==> src/rtl/tag_sched_pkg.sv <==
// Shared definitions for the tag hazard scheduler.
//   - sched_state_t : scheduler FSM encoding (RUN, STALL, FLUSH)
//   - lowest_set    : priority encoder returning the index of the lowest
//                     set bit (stage 0 is the newest, so this picks the
//                     youngest producer of a tag)
package tag_sched_pkg;

  typedef enum logic [1:0] {
    ST_RUN   = 2'd0,
    ST_STALL = 2'd1,
    ST_FLUSH = 2'd2
  } sched_state_t;

  // Callers zero-extend their NUM_STAGES-wide hit vector to 32 bits and
  // truncate the result to their stage-index width. Scanning from the top
  // down lets the lowest set bit overwrite any higher one.
  function automatic int lowest_set(input logic [31:0] vec);
    int idx;
    idx = 0;
    for (int k = 31; k >= 0; k--) begin
      if (vec[k]) idx = k;
    end
    return idx;
  endfunction

endpackage

==> src/rtl/tag_hazard_check.sv <==
// Combinational per-source hazard / forwarding decision.
// Ports:
//   found      in  NUM_SRC                 shift register hit per source
//   src_valid  in  NUM_SRC                 source operand is used
//   index      in  NUM_SRC x NUM_STAGES    per-stage hit vector per source
//   fwd_valid  out NUM_SRC                 source forwarded from fwd_stage
//   fwd_stage  out NUM_SRC x STG_W         newest producing stage
//   haz        out NUM_SRC                 producer too young to forward
module tag_hazard_check
  import tag_sched_pkg::*;
#(
  parameter int NUM_SRC       = 3,
  parameter int NUM_STAGES    = 3,
  parameter int FWD_MIN_STAGE = 1,
  localparam int STG_W        = (NUM_STAGES > 1) ? $clog2(NUM_STAGES) : 1
) (
  input  logic [NUM_SRC-1:0]                 found,
  input  logic [NUM_SRC-1:0]                 src_valid,
  input  logic [NUM_SRC-1:0][NUM_STAGES-1:0] index,
  output logic [NUM_SRC-1:0]                 fwd_valid,
  output logic [NUM_SRC-1:0][STG_W-1:0]      fwd_stage,
  output logic [NUM_SRC-1:0]                 haz
);

  generate
    for (genvar gi = 0; gi < NUM_SRC; gi++) begin : g_src
      logic             hit;
      logic [STG_W-1:0] stage;
      logic             young;

      // An unused source is masked entirely: no forward, no hazard.
      assign hit   = found[gi] & src_valid[gi];
      assign stage = STG_W'(lowest_set(32'(index[gi])));
      assign young = (32'(stage) < 32'(FWD_MIN_STAGE));

      assign fwd_stage[gi] = stage;
      assign fwd_valid[gi] = hit & ~young;
      assign haz[gi]       = hit & young;
    end
  endgenerate

endmodule

==> src/rtl/tag_hazard_sched.sv <==
// Issue-side controller for the in-flight destination tag shift register.
// Tests the waiting instruction's sources against in-flight tags, picks a
// forwarding stage per source, stalls on producers too young to forward
// from, and drains the shift register with bubbles on flush.
// Ports:
//   clk, reset                      clock, synchronous active-high reset
//   issue_valid/dest/dest_valid     instruction waiting to issue
//   issue_src/issue_src_valid       its source tags and use flags
//   pipe_advance                    downstream pipeline moves this cycle
//   flush                           discard all in-flight work (pulse)
//   issue_ready                     instruction accepted this cycle
//   fwd_valid/fwd_stage             forwarding selection per source
//   stalled, stall_cnt              STALL state flag, saturating stall count
//   sr_shift/sr_tag/sr_tag_valid    shift register write side
//   sr_test/sr_found/sr_index       shift register test ports
module tag_hazard_sched
  import tag_sched_pkg::*;
#(
  parameter int TAG_SIZE      = 5,
  parameter int NUM_STAGES    = 3,
  parameter int NUM_SRC       = 3,
  parameter int FWD_MIN_STAGE = 1,
  parameter int STALL_CNT_W   = 16,
  localparam int STG_W        = (NUM_STAGES > 1) ? $clog2(NUM_STAGES) : 1,
  localparam int DRAIN_W      = $clog2(NUM_STAGES + 1)
) (
  input  logic                               clk,
  input  logic                               reset,
  input  logic                               issue_valid,
  input  logic [TAG_SIZE-1:0]                issue_dest,
  input  logic                               issue_dest_valid,
  input  logic [NUM_SRC-1:0][TAG_SIZE-1:0]   issue_src,
  input  logic [NUM_SRC-1:0]                 issue_src_valid,
  input  logic                               pipe_advance,
  input  logic                               flush,
  output logic                               issue_ready,
  output logic [NUM_SRC-1:0]                 fwd_valid,
  output logic [NUM_SRC-1:0][STG_W-1:0]      fwd_stage,
  output logic                               stalled,
  output logic [STALL_CNT_W-1:0]             stall_cnt,
  output logic                               sr_shift,
  output logic [TAG_SIZE-1:0]                sr_tag,
  output logic                               sr_tag_valid,
  output logic [NUM_SRC-1:0][TAG_SIZE-1:0]   sr_test,
  input  logic [NUM_SRC-1:0]                 sr_found,
  input  logic [NUM_SRC-1:0][NUM_STAGES-1:0] sr_index
);

  sched_state_t             state_reg, state_next;
  logic [DRAIN_W-1:0]       drain_reg, drain_next;
  logic [STALL_CNT_W-1:0]   stall_cnt_reg;

  logic [NUM_SRC-1:0]       fwd_raw;
  logic [NUM_SRC-1:0]       haz;
  logic                     hazard;
  logic                     fwd_en;

  // The new tag shifts in after the test, so a source equal to the
  // instruction's own destination only ever sees older entries.
  assign sr_test = issue_src;
  assign sr_tag  = issue_dest;

  tag_hazard_check #(
    .NUM_SRC       (NUM_SRC),
    .NUM_STAGES    (NUM_STAGES),
    .FWD_MIN_STAGE (FWD_MIN_STAGE)
  ) u_check (
    .found     (sr_found),
    .src_valid (issue_src_valid),
    .index     (sr_index),
    .fwd_valid (fwd_raw),
    .fwd_stage (fwd_stage),
    .haz       (haz)
  );

  assign hazard = |haz;

  always_comb begin
    state_next   = state_reg;
    drain_next   = drain_reg;
    sr_shift     = 1'b0;
    sr_tag_valid = 1'b0;
    issue_ready  = 1'b0;
    fwd_en       = 1'b0;

    if (!reset) begin
      case (state_reg)
        ST_FLUSH: begin
          sr_shift   = 1'b1;
          drain_next = (drain_reg != '0) ? drain_reg - 1'b1 : '0;
          // Leaving at count 1 gives exactly NUM_STAGES bubble shifts.
          if (drain_reg <= DRAIN_W'(1)) state_next = ST_RUN;
        end
        default: begin
          fwd_en       = 1'b1;
          sr_shift     = pipe_advance;
          issue_ready  = issue_valid & pipe_advance & ~hazard & ~flush;
          sr_tag_valid = issue_ready & issue_dest_valid;
          // Without a pipeline move nothing changes, including the state.
          if (pipe_advance) begin
            state_next = (issue_valid & hazard) ? ST_STALL : ST_RUN;
          end
        end
      endcase

      // Flush wins over everything and restarts a drain already underway.
      if (flush) begin
        state_next = ST_FLUSH;
        drain_next = DRAIN_W'(NUM_STAGES);
      end
    end
  end

  always_ff @(posedge clk) begin
    if (reset) begin
      state_reg     <= ST_RUN;
      drain_reg     <= '0;
      stall_cnt_reg <= '0;
    end else begin
      state_reg <= state_next;
      drain_reg <= drain_next;
      if (state_reg == ST_STALL && stall_cnt_reg != '1) begin
        stall_cnt_reg <= stall_cnt_reg + 1'b1;
      end
    end
  end

  assign fwd_valid = fwd_en ? fwd_raw : '0;
  assign stalled   = (state_reg == ST_STALL) & ~reset;
  assign stall_cnt = stall_cnt_reg;

endmodule

==> config.mk <==
export PLATFORM = sky130hd
export DESIGN_NAME = tag_hazard_sched
export DESIGN_NICKNAME = d
export VERILOG_FILES = /design/src/rtl/tag_sched_pkg.sv /design/src/rtl/tag_hazard_check.sv /design/src/rtl/tag_hazard_sched.sv
export SDC_FILE = /design/constraint.sdc
export NUM_CORES = 1
export LEC_CHECK = 0
export ABC_AREA = 1
export CORE_MARGIN = 2
export CORE_UTILIZATION = 37
export DETAILED_ROUTE_END_ITERATION = 12
export PLACE_DENSITY = 0.77
export SLEW_MARGIN = 0
export SYNTH_ARGS = -nofsm -noshare
export SYNTH_HDL_FRONTEND = slang
export SYNTH_SLANG_ARGS = --single-unit
==> constraint.sdc <==
create_clock -name clk -period 2.5 [get_ports clk]
set_clock_uncertainty 0.2 [all_clocks]
set_input_delay 0.5 -clock clk [delete_from_list [all_inputs] [get_ports clk]]
set_output_delay 0.5 -clock clk [all_outputs]
set_load 0.005 [all_outputs]
==> impl_metrics.tcl, run 1 <==
set metrics [dict create \
    min_from "drain_reg[1]" \
    overflow 0 \
    power.total_uw 673 \
    post-cts-setup-buffer-count 0 \
    viasPerCell 4.70 \
    synth_cells 227 \
    rsz0062_at_grt "no" \
    dieWidth_um 67.1 \
    grt.total_usage_pct 14.9 \
    hold_depth 2 \
    antenna_left 0 \
    crit_type "input port to output port" \
    drive_above_1_share_pct 16.3 \
    fin_util_pct 52.6 \
    htree_levels 1 \
    swShare_pct 22.7 \
    pwr-share-seq_pct 48.4 \
    antennaDiodeCount 0 \
    arrival_ps 1740 \
    tightest_slew_ps 378 \
    ys_types 27 \
    portBuffers 49 \
    regArea_um2 400 \
    ctsHoldBuffers 0 \
    drtIter0Drc 58 \
    fin_nets 307 \
    p_per_area_nw_per_um2 341 \
    routed_wl_um 3200 \
    slew_headroom_pct 74.7 \
    core_um2 3740 \
    synth_top_area_share_pct 27.1 \
    cts_tree "yes" \
    largest_register_ffs 16 \
    multiInputGateArea_um2 815 \
    ir_drop_uv 207 \
    first_global_vias 1301 \
    drv_slew 0 \
    num_rows 22 \
    dr_total_vias 1467 \
    power_switching_uw 153 \
    drc 0 \
    finalHoldViolations 0 \
    period_needed_ps 2440 \
    clock_sinks 20 \
    power_frac_comb_pct 14.4 \
    p_int_uw 520 \
    yosysTopAreaCell "dfxtp_1" \
    synth_nets 269 \
    grt_max_degree 15 \
    leakage_nw 0.790 \
    fmax_mhz 409 \
    ctsRootBufferMaster "clkbuf_8" \
    min_to "drain_reg[1]" \
    clkLatencyLatePin_ps 260 \
    cp.required_ps 1800 \
    initial_utilization_pct 39.4 \
    hp-class "flop to flop" \
    cts_buffers 3 \
    dp_hpwl_um 2540 \
    r2r_cells 8 \
    synth_area_um2 1480 \
    fin_crit_sh_pct 97.7 \
    yosys_warnings 0 \
    grt_pass1_wl_um 5350 \
    die-area_um2 4510 \
    yosysSeqAreaShare_pct 27.1 \
    first_pass_iters 4 \
    grt_antenna_before_repair 0 \
    use_met1_pct 17.8 \
    endpoint_kind "output port" \
    use_met3_pct 4.67 \
    status "complete, no violations" \
    pwr-share-clk_pct 37.1 \
    routabilityCongestion 0.799 \
    ios 90 \
    grt-busiest-layer "met2" \
    synthTopCellsByArea "dfxtp_1 (27%), nand2_1 (15%), buf_4 (10%)" \
    rrSetupSlack_ps 480 \
    path_clk_slew_ps 80 \
    synth_area_per_cell_um2 6.50 \
    wire_per_inst_um 10.3 \
    fillers 388 \
    setup_viol 0 \
    regToRegEndpoint "stall_cnt[15]" \
    ys_ff_latch 20 \
    crit_fanout 2 \
    die_y_um 67.1 \
    start_kind "input port" \
    grt.met2_usage_pct 25.7 \
    area_growth_syn_to_layout_pct 33.6 \
    clock_path_buffers 2 \
    drv_cap 0 \
    reg2reg_from "stall_cnt[0]" \
]
-- synthesized netlist by cell type (all sizes together) --
master	n
a21oi	16
and3	1
buf	22
clkbuf	2
dfxtp	20
ha	1
inv	25
nand2	68
nand3	12
nand3b	1
nand4	6
nor2	32
nor3	4
nor3b	1
o21ai	9
o31ai	1
xnor2	3
xor2	3
-- worst max-delay path: stages --
cell and delay [ps]:
clkdlybuf4s50_1 490, nand2_1 70, nor3_2 170, clkdlybuf4s50_1 520
-- how the worst max path moves through the flow --
| stage | start | end | slack (ps) |
|---|---|---|---|
| 3_5_place_dp | sr_index[7] | sr_tag_valid | -240 |
| 5_1_grt | sr_index[4] | fwd_stage[2] | 1 |
| 2_1_floorplan | reset | sr_shift | 520 |
| 6_report | sr_found[1] | fwd_valid[1] | 60 |
| 4_1_cts | sr_index[3] | sr_tag_valid | 20 |
| 3_3_place_gp | sr_index[7] | sr_tag_valid | -230 |
-- metal layers --
layer,part of all wire (%),vias to the layer above
met5,0,-
met4,0.59,0
met3,9.1,4
met2,45,49
met1,45,640
li1,-,774
-- power by group through the flow --
| stage | clock network (mW) | logic [mW] | registers, mW |
|---|---|---|---|
| 4_1_cts | 0.255 | 0.0974 | 0.326 |
| 3_5_place_dp | 0 | 0.0974 | 0.333 |
| 5_1_grt | 0.264 | 0.109 | 0.326 |
| 6_report | 0.250 | 0.0971 | 0.326 |
| 3_3_place_gp | 0 | 0.0964 | 0.333 |
| 2_1_floorplan | 0 | 0.0601 | 0.333 |
-- placed cells by master (no fill, tap or decap), drive strengths merged --
cell	n
nand3	12
clkdlybuf4s50	43
a21oi	16
dlygate4sd2	3
nor2	32
ha	1
dfxtp	20
nand3b	1
nand2	68
o31ai	1
xor2	3
xnor2	3
buf	8
nor3	4
nor3b	1
inv	25
o21ai	9
and3	1
clkbuf	5
dlymetal6s2s	2
nand4	6
-- final cells by class --
class | count | area share, %
sequential | 20 | 20.3
timing repair buffer | 57 | 27.7
inverter | 25 | 4.76
clock buffer | 4 | 2.79
tap | 48 | 3.05
multi-input combinational | 158 | 41.3
-- what timing repair did --
action | CTS | global route
pin swaps | 0 | 1
gates resized for setup | 5 | 7
cloned | 0 | 0
setup endpoints to repair | 7 | 5
endpoints found under the hold margin | 0 | 0
-- metrics by stage --
| step | hold WS, ps | setup TNS (ps) | instances | setup slack (ps) | instance area (µm²) |
|---|---|---|---|---|---|
| 6_report | 283 | 0 | 312 | 57.7 | 1970 |
| 5_1_grt | 335 | 0 | 312 | 1.08 | 1970 |
| 4_1_cts | 290 | 0 | 312 | 16.5 | 1960 |
| 3_5_place_dp | 277 | -869 | 308 | -241 | 1910 |
| 3_3_place_gp | 257 | -765 | 308 | -232 | 1910 |
| 2_1_floorplan | 250 | 0 | 227 | 523 | 1480 |
-- logic make-up (layout without fill, tap and decap cells) --
kind of cell	Yosys count	in the layout	share of synthesized area [%]
buffers and inverters	49	86	18.6
AND/OR/NAND/NOR	125	125	38.1
XOR/XNOR	6	6	3.56
adder cells (fa/ha/maj)	1	1	0.848
AO/OA/AOI/OAI	26	26	11.8
flip-flops	20	20	27.1
Note: power is estimated with default switching activity, not from simulation.
==> inputs of run 2 (changes only) <==
--- a/config.mk
+++ b/config.mk
@@ -7,9 +7,10 @@
 export LEC_CHECK = 0
 export ABC_AREA = 1
 export CORE_MARGIN = 2
-export CORE_UTILIZATION = 37
+export CORE_UTILIZATION = 38
+export CTS_BUF_LIST = sky130_fd_sc_hd__clkbuf_4 sky130_fd_sc_hd__clkbuf_8
 export DETAILED_ROUTE_END_ITERATION = 12
-export PLACE_DENSITY = 0.77
+export PLACE_DENSITY = 0.79
 export SLEW_MARGIN = 0
 export SYNTH_ARGS = -nofsm -noshare
 export SYNTH_HDL_FRONTEND = slang
==> impl_metrics.tcl, run 2 (same netlist as run 1, synthesis figures left out) <==
set metrics [dict create \
    area_growth_syn_to_layout_pct 33.8 \
    final_common_cell "nand2_1" \
    fin_nets 307 \
    hp-class "flop to flop" \
    antennaDiodeCount 0 \
    fin_crit_sh_pct 96.6 \
    fillers 367 \
    htree_levels 1 \
    leakage_nw 0.788 \
    initial_utilization_pct 40.0 \
    grt_pass1_wl_um 5580 \
    fin_tns_setup_ps 0 \
    ios 90 \
    final_cell_mix "nand2_1 (58), clkdlybuf4s50_1 (42), nor2_1 (29), inv_1 (23), dfxtp_1 (20)" \
    crit_fanout 2 \
    grt_max_degree 15 \
    drive_above_1_share_pct 15.5 \
    period_needed_ps 2420 \
    drv_slew 0 \
    dr_total_vias 1467 \
    dieWidth_um 66.3 \
    core_um2 3690 \
    antenna_left 0 \
    overflow 0 \
    routed_wl_um 3330 \
    crit_type "input port to output port" \
    fmax_mhz 414 \
    drc 0 \
    setup_viol 0 \
    grt_antenna_before_repair 0 \
    drtIter0Drc 61 \
    clkLatencyLatePin_ps 260 \
    start_kind "input port" \
    ctsHoldBuffers 0 \
    cts_buffers 3 \
    portBuffers 49 \
    rrSetupSlack_ps 430 \
    status "complete, no violations" \
    endpoint_kind "output port" \
    power.total_uw 747 \
    arrival_ps 1720 \
    path_clk_slew_ps 70 \
    num_rows 22 \
    placed_area_um2 1910 \
    rsz0062_at_grt "no" \
    final_area_um2 1970 \
    slew_headroom_pct 76.0 \
    routabilityCongestion 0.846 \
    first_pass_iters 7 \
    ir_drop_uv 269 \
    tightest_slew_ps 360 \
    viasPerCell 4.70 \
    dp_hpwl_um 2650 \
    clock_sinks 20 \
    finalHoldViolations 0 \
    fin_util_pct 53.5 \
    p_per_area_nw_per_um2 378 \
    cp.required_ps 1800 \
    cts_tree "yes" \
    die-area_um2 4400 \
    hold_slack_ps 289 \
    first_global_vias 1340 \
    drv_cap 0 \
    die_y_um 66.3 \
    grt.total_usage_pct 16.0 \
    clock_path_buffers 2 \
    largest_register_ffs 16 \
    wire_per_inst_um 10.7 \
    ctsRootBufferMaster "clkbuf_8" \
]
run 2: cell types whose count changed in the layout (fill, tap and decap cells not counted), sizes merged:
cell / previous run / this run
clkdlybuf4s50: 43 / 42
bufinv: 0 / 1
clkbuf: 5 / 4
dlymetal6s2s: 2 / 1
dlygate4sd2: 3 / 5
run 2: timing repair:
item	4_1_cts	5_1_grt
setup endpoints to repair	6	2
buffers inserted	0	0
pin swaps	1	0
gates resized for setup	6	7
run 2: cell type report:
| cell class | instances | area (µm²) | area share, % |
|---|---|---|---|
| inverters | 25 | 93.8 | 4.76 |
| flip-flops and latches | 20 | 400 | 20.3 |
| clock buffers | 3 | 41.3 | 2.09 |
| clock inverters | 1 | 30.0 | 1.52 |
| multi-input cells | 158 | 806 | 40.8 |
| well taps | 48 | 60.1 | 3.04 |
| repair buffers | 57 | 542 | 27.5 |
run 2: path summary, 6_finish.rpt:
path,start,end,cells past startpoint
worst max-delay path,sr_index[4],fwd_stage[2],5
worst min-delay path,drain_reg[1],drain_reg[1],2
worst max register to register,stall_cnt[0],stall_cnt[15],8
worst min register to register,drain_reg[1],drain_reg[1],2
run 2: metrics by stage:
| stage | setup WS, ps | std cells |
|---|---|---|
| 2_1_floorplan | 523 | 227 |
| 3_3_place_gp | -211 | 308 |
| 3_5_place_dp | -223 | 308 |
| 4_1_cts | 2.80 | 312 |
| 5_1_grt | 6.73 | 312 |
| 6_report | 84.8 | 312 |
run 2: critical path, stage by stage:
cell and delay (ps):
clkdlybuf4s50_1 480, buf_4 110, inv_1 30, nor2_1 90, clkdlybuf4s50_1 510
run 2: where the power goes:
part	switching [mW]	internal, mW
Sequential	0.00329	0.323
Clock	0.110	0.214
Combinational	0.0399	0.0569
Total	0.153	0.593
run 2: layer usage:
metal	routed length [µm]	GRT usage, %
met1	1370	17.3
met2	1640	29.5
met3	299	6.47
met4	17	2.30
met5	0	0
==> inputs of run 3 (changes only) <==
--- a/config.mk
+++ b/config.mk
@@ -11,7 +11,7 @@
 export CTS_BUF_LIST = sky130_fd_sc_hd__clkbuf_4 sky130_fd_sc_hd__clkbuf_8
 export DETAILED_ROUTE_END_ITERATION = 12
 export PLACE_DENSITY = 0.79
-export SLEW_MARGIN = 0
+export SLEW_MARGIN = 20
 export SYNTH_ARGS = -nofsm -noshare
 export SYNTH_HDL_FRONTEND = slang
 export SYNTH_SLANG_ARGS = --single-unit
==> constraint.sdc (replaced) <==
create_clock -name clk -period 2.5 [get_ports clk]
set_clock_uncertainty 0.2 [all_clocks]
set_input_delay 0.5 -clock clk [delete_from_list [all_inputs] [get_ports clk]]
set_output_delay 0.5 -clock clk [all_outputs]
set_load 0.1 [all_outputs]
==> impl_metrics.tcl, run 3 (same netlist as run 1, synthesis figures left out) <==
set metrics [dict create \
    cp.required_ps 1800 \
    tightest_slew_ps 346 \
    stdcell_count 319 \
    fin_crit_sh_pct 98.8 \
    finalHoldViolations 0 \
    crit_type "input port to output port" \
    num_rows 22 \
    drc 0 \
    min_from "drain_reg[1]" \
    first_pass_iters 4 \
    slew_headroom_pct 76.9 \
    drv_cap 0 \
    antenna_left 0 \
    core_um2 3690 \
    crit_fanout 2 \
    viasPerCell 4.77 \
    grt_pass1_wl_um 5960 \
    grt.total_usage_pct 16.9 \
    wire_per_inst_um 11.3 \
    die-area_um2 4400 \
    antennaDiodeCount 0 \
    final_common_cell "nand2_1" \
    ctsRootBufferMaster "clkbuf_8" \
    final_cell_mix "nand2_1 (58), buf_4 (31), nor2_1 (25), inv_1 (21), dfxtp_1 (18)" \
    slowest_stage "clkdlybuf4s50_1" \
    start_kind "input port" \
    initial_utilization_pct 40.0 \
    area_growth_syn_to_layout_pct 48.3 \
    first_global_vias 1471 \
    drv_slew 0 \
    ir_drop_uv 143 \
    path_delay_family "buffers and inverters" \
    fmax_mhz 405 \
    grt_antenna_before_repair 0 \
    htree_levels 1 \
    drive_above_1_share_pct 33.9 \
    ctsHoldBuffers 0 \
    cts_tree "yes" \
    largest_register_ffs 16 \
    cp_slowest_stage_delay_ps 440 \
    dp.cells 312 \
    critPathBufInv 3 \
    clock_path_buffers 2 \
    period_needed_ps 2470 \
    routed_wl_um 3590 \
    fillers 358 \
    rsz0062_at_grt "yes" \
    reg2reg_from "stall_cnt[0]" \
    arrival_ps 1770 \
    drtIter0Drc 73 \
    dieWidth_um 66.3 \
    fin_nets 314 \
    clock_sinks 20 \
    hp-class "flop to flop" \
    status "complete, no violations" \
    die_y_um 66.3 \
    power.total_uw 764 \
    regArea_um2 403 \
    cts_buffers 3 \
    grt_max_degree 15 \
    clkLatencyLatePin_ps 250 \
    p_per_area_nw_per_um2 349 \
    crit_start "reset" \
    multiInputGateArea_um2 863 \
    path_clk_slew_ps 70 \
    dr_total_vias 1521 \
    dp_hpwl_um 2860 \
    ios 90 \
    crit_chain "clkdlybuf4s50_1 > nor2_1 > nand4_1 > buf_4 > nor2_4 > buf_12" \
    leakage_nw 0.958 \
    portBuffers 49 \
    endpoint_kind "output port" \
    setup_viol 0 \
    routabilityCongestion 0.816 \
    overflow 0 \
]
==> run 3: layer usage <==
| metal | up-vias | track usage [%] | wire (µm) | share of wire (%) |
|---|---|---|---|---|
| met5 | - | 0 | 0 | 0 |
| met4 | 0 | 3.83 | 20 | 0.56 |
| met3 | 4 | 6.47 | 334 | 9.3 |
| met2 | 53 | 32.0 | 1830 | 51 |
| met1 | 680 | 17.4 | 1410 | 39 |
| li1 | 784 | - | - | - |
==> run 3: area by class of cell <==
cell class	instances	share of cell area (%)
multi-input cells	158	39.5
inverters	25	4.29
repair buffers	64	32.6
well taps	48	2.74
flip-flops and latches	20	18.4
clock buffers	4	2.52
==> run 3: where the power goes <==
group,switching [mW],internal (mW)
Clock,0.104,0.140
Sequential,0.00332,0.323
Combinational,0.111,0.0831
Total,0.218,0.546
==> run 3: final timing paths <==
kind | to | slack [ps] | depth (start not counted)
hold / removal | drain_reg[1] | 280 | 2
setup / recovery | issue_ready | 30 | 6
setup reg to reg | stall_cnt[15] | 520 | 8
hold reg to reg | drain_reg[1] | 280 | 2
==> run 3: metrics by stage <==
step	utilization, %	cell area (µm²)	hold WS, ps	worst slack (ps)	TNS [ps]
after floorplan	-	1530	250	-380	-1440
after global placement	56.3	2080	259	-22.2	-33.4
after detailed placement	56.3	2080	274	-105	-175
after CTS	58.2	2150	285	1.45	0
after global routing	59.3	2190	301	-25.7	-46.1
final	59.3	2190	281	29.1	0
==> run 3: worst register-to-register path, stage by stage, from the launching register on <==
cell and delay [ps]:
dfxtp_2 390, ha_1 240, nand3_2 140, inv_2 120, nand2_2 50, o21ai_2 310
inv_2 240, nand2_1 140, a21oi_2 50
==> run 3: repair_timing <==
action                                 4_1_cts  5_1_grt
setup endpoints to repair                    2        5
pin swaps                                    1        7
setup buffers                                1        2
gates resized for setup                      2       14
endpoints found under the hold margin        0        0
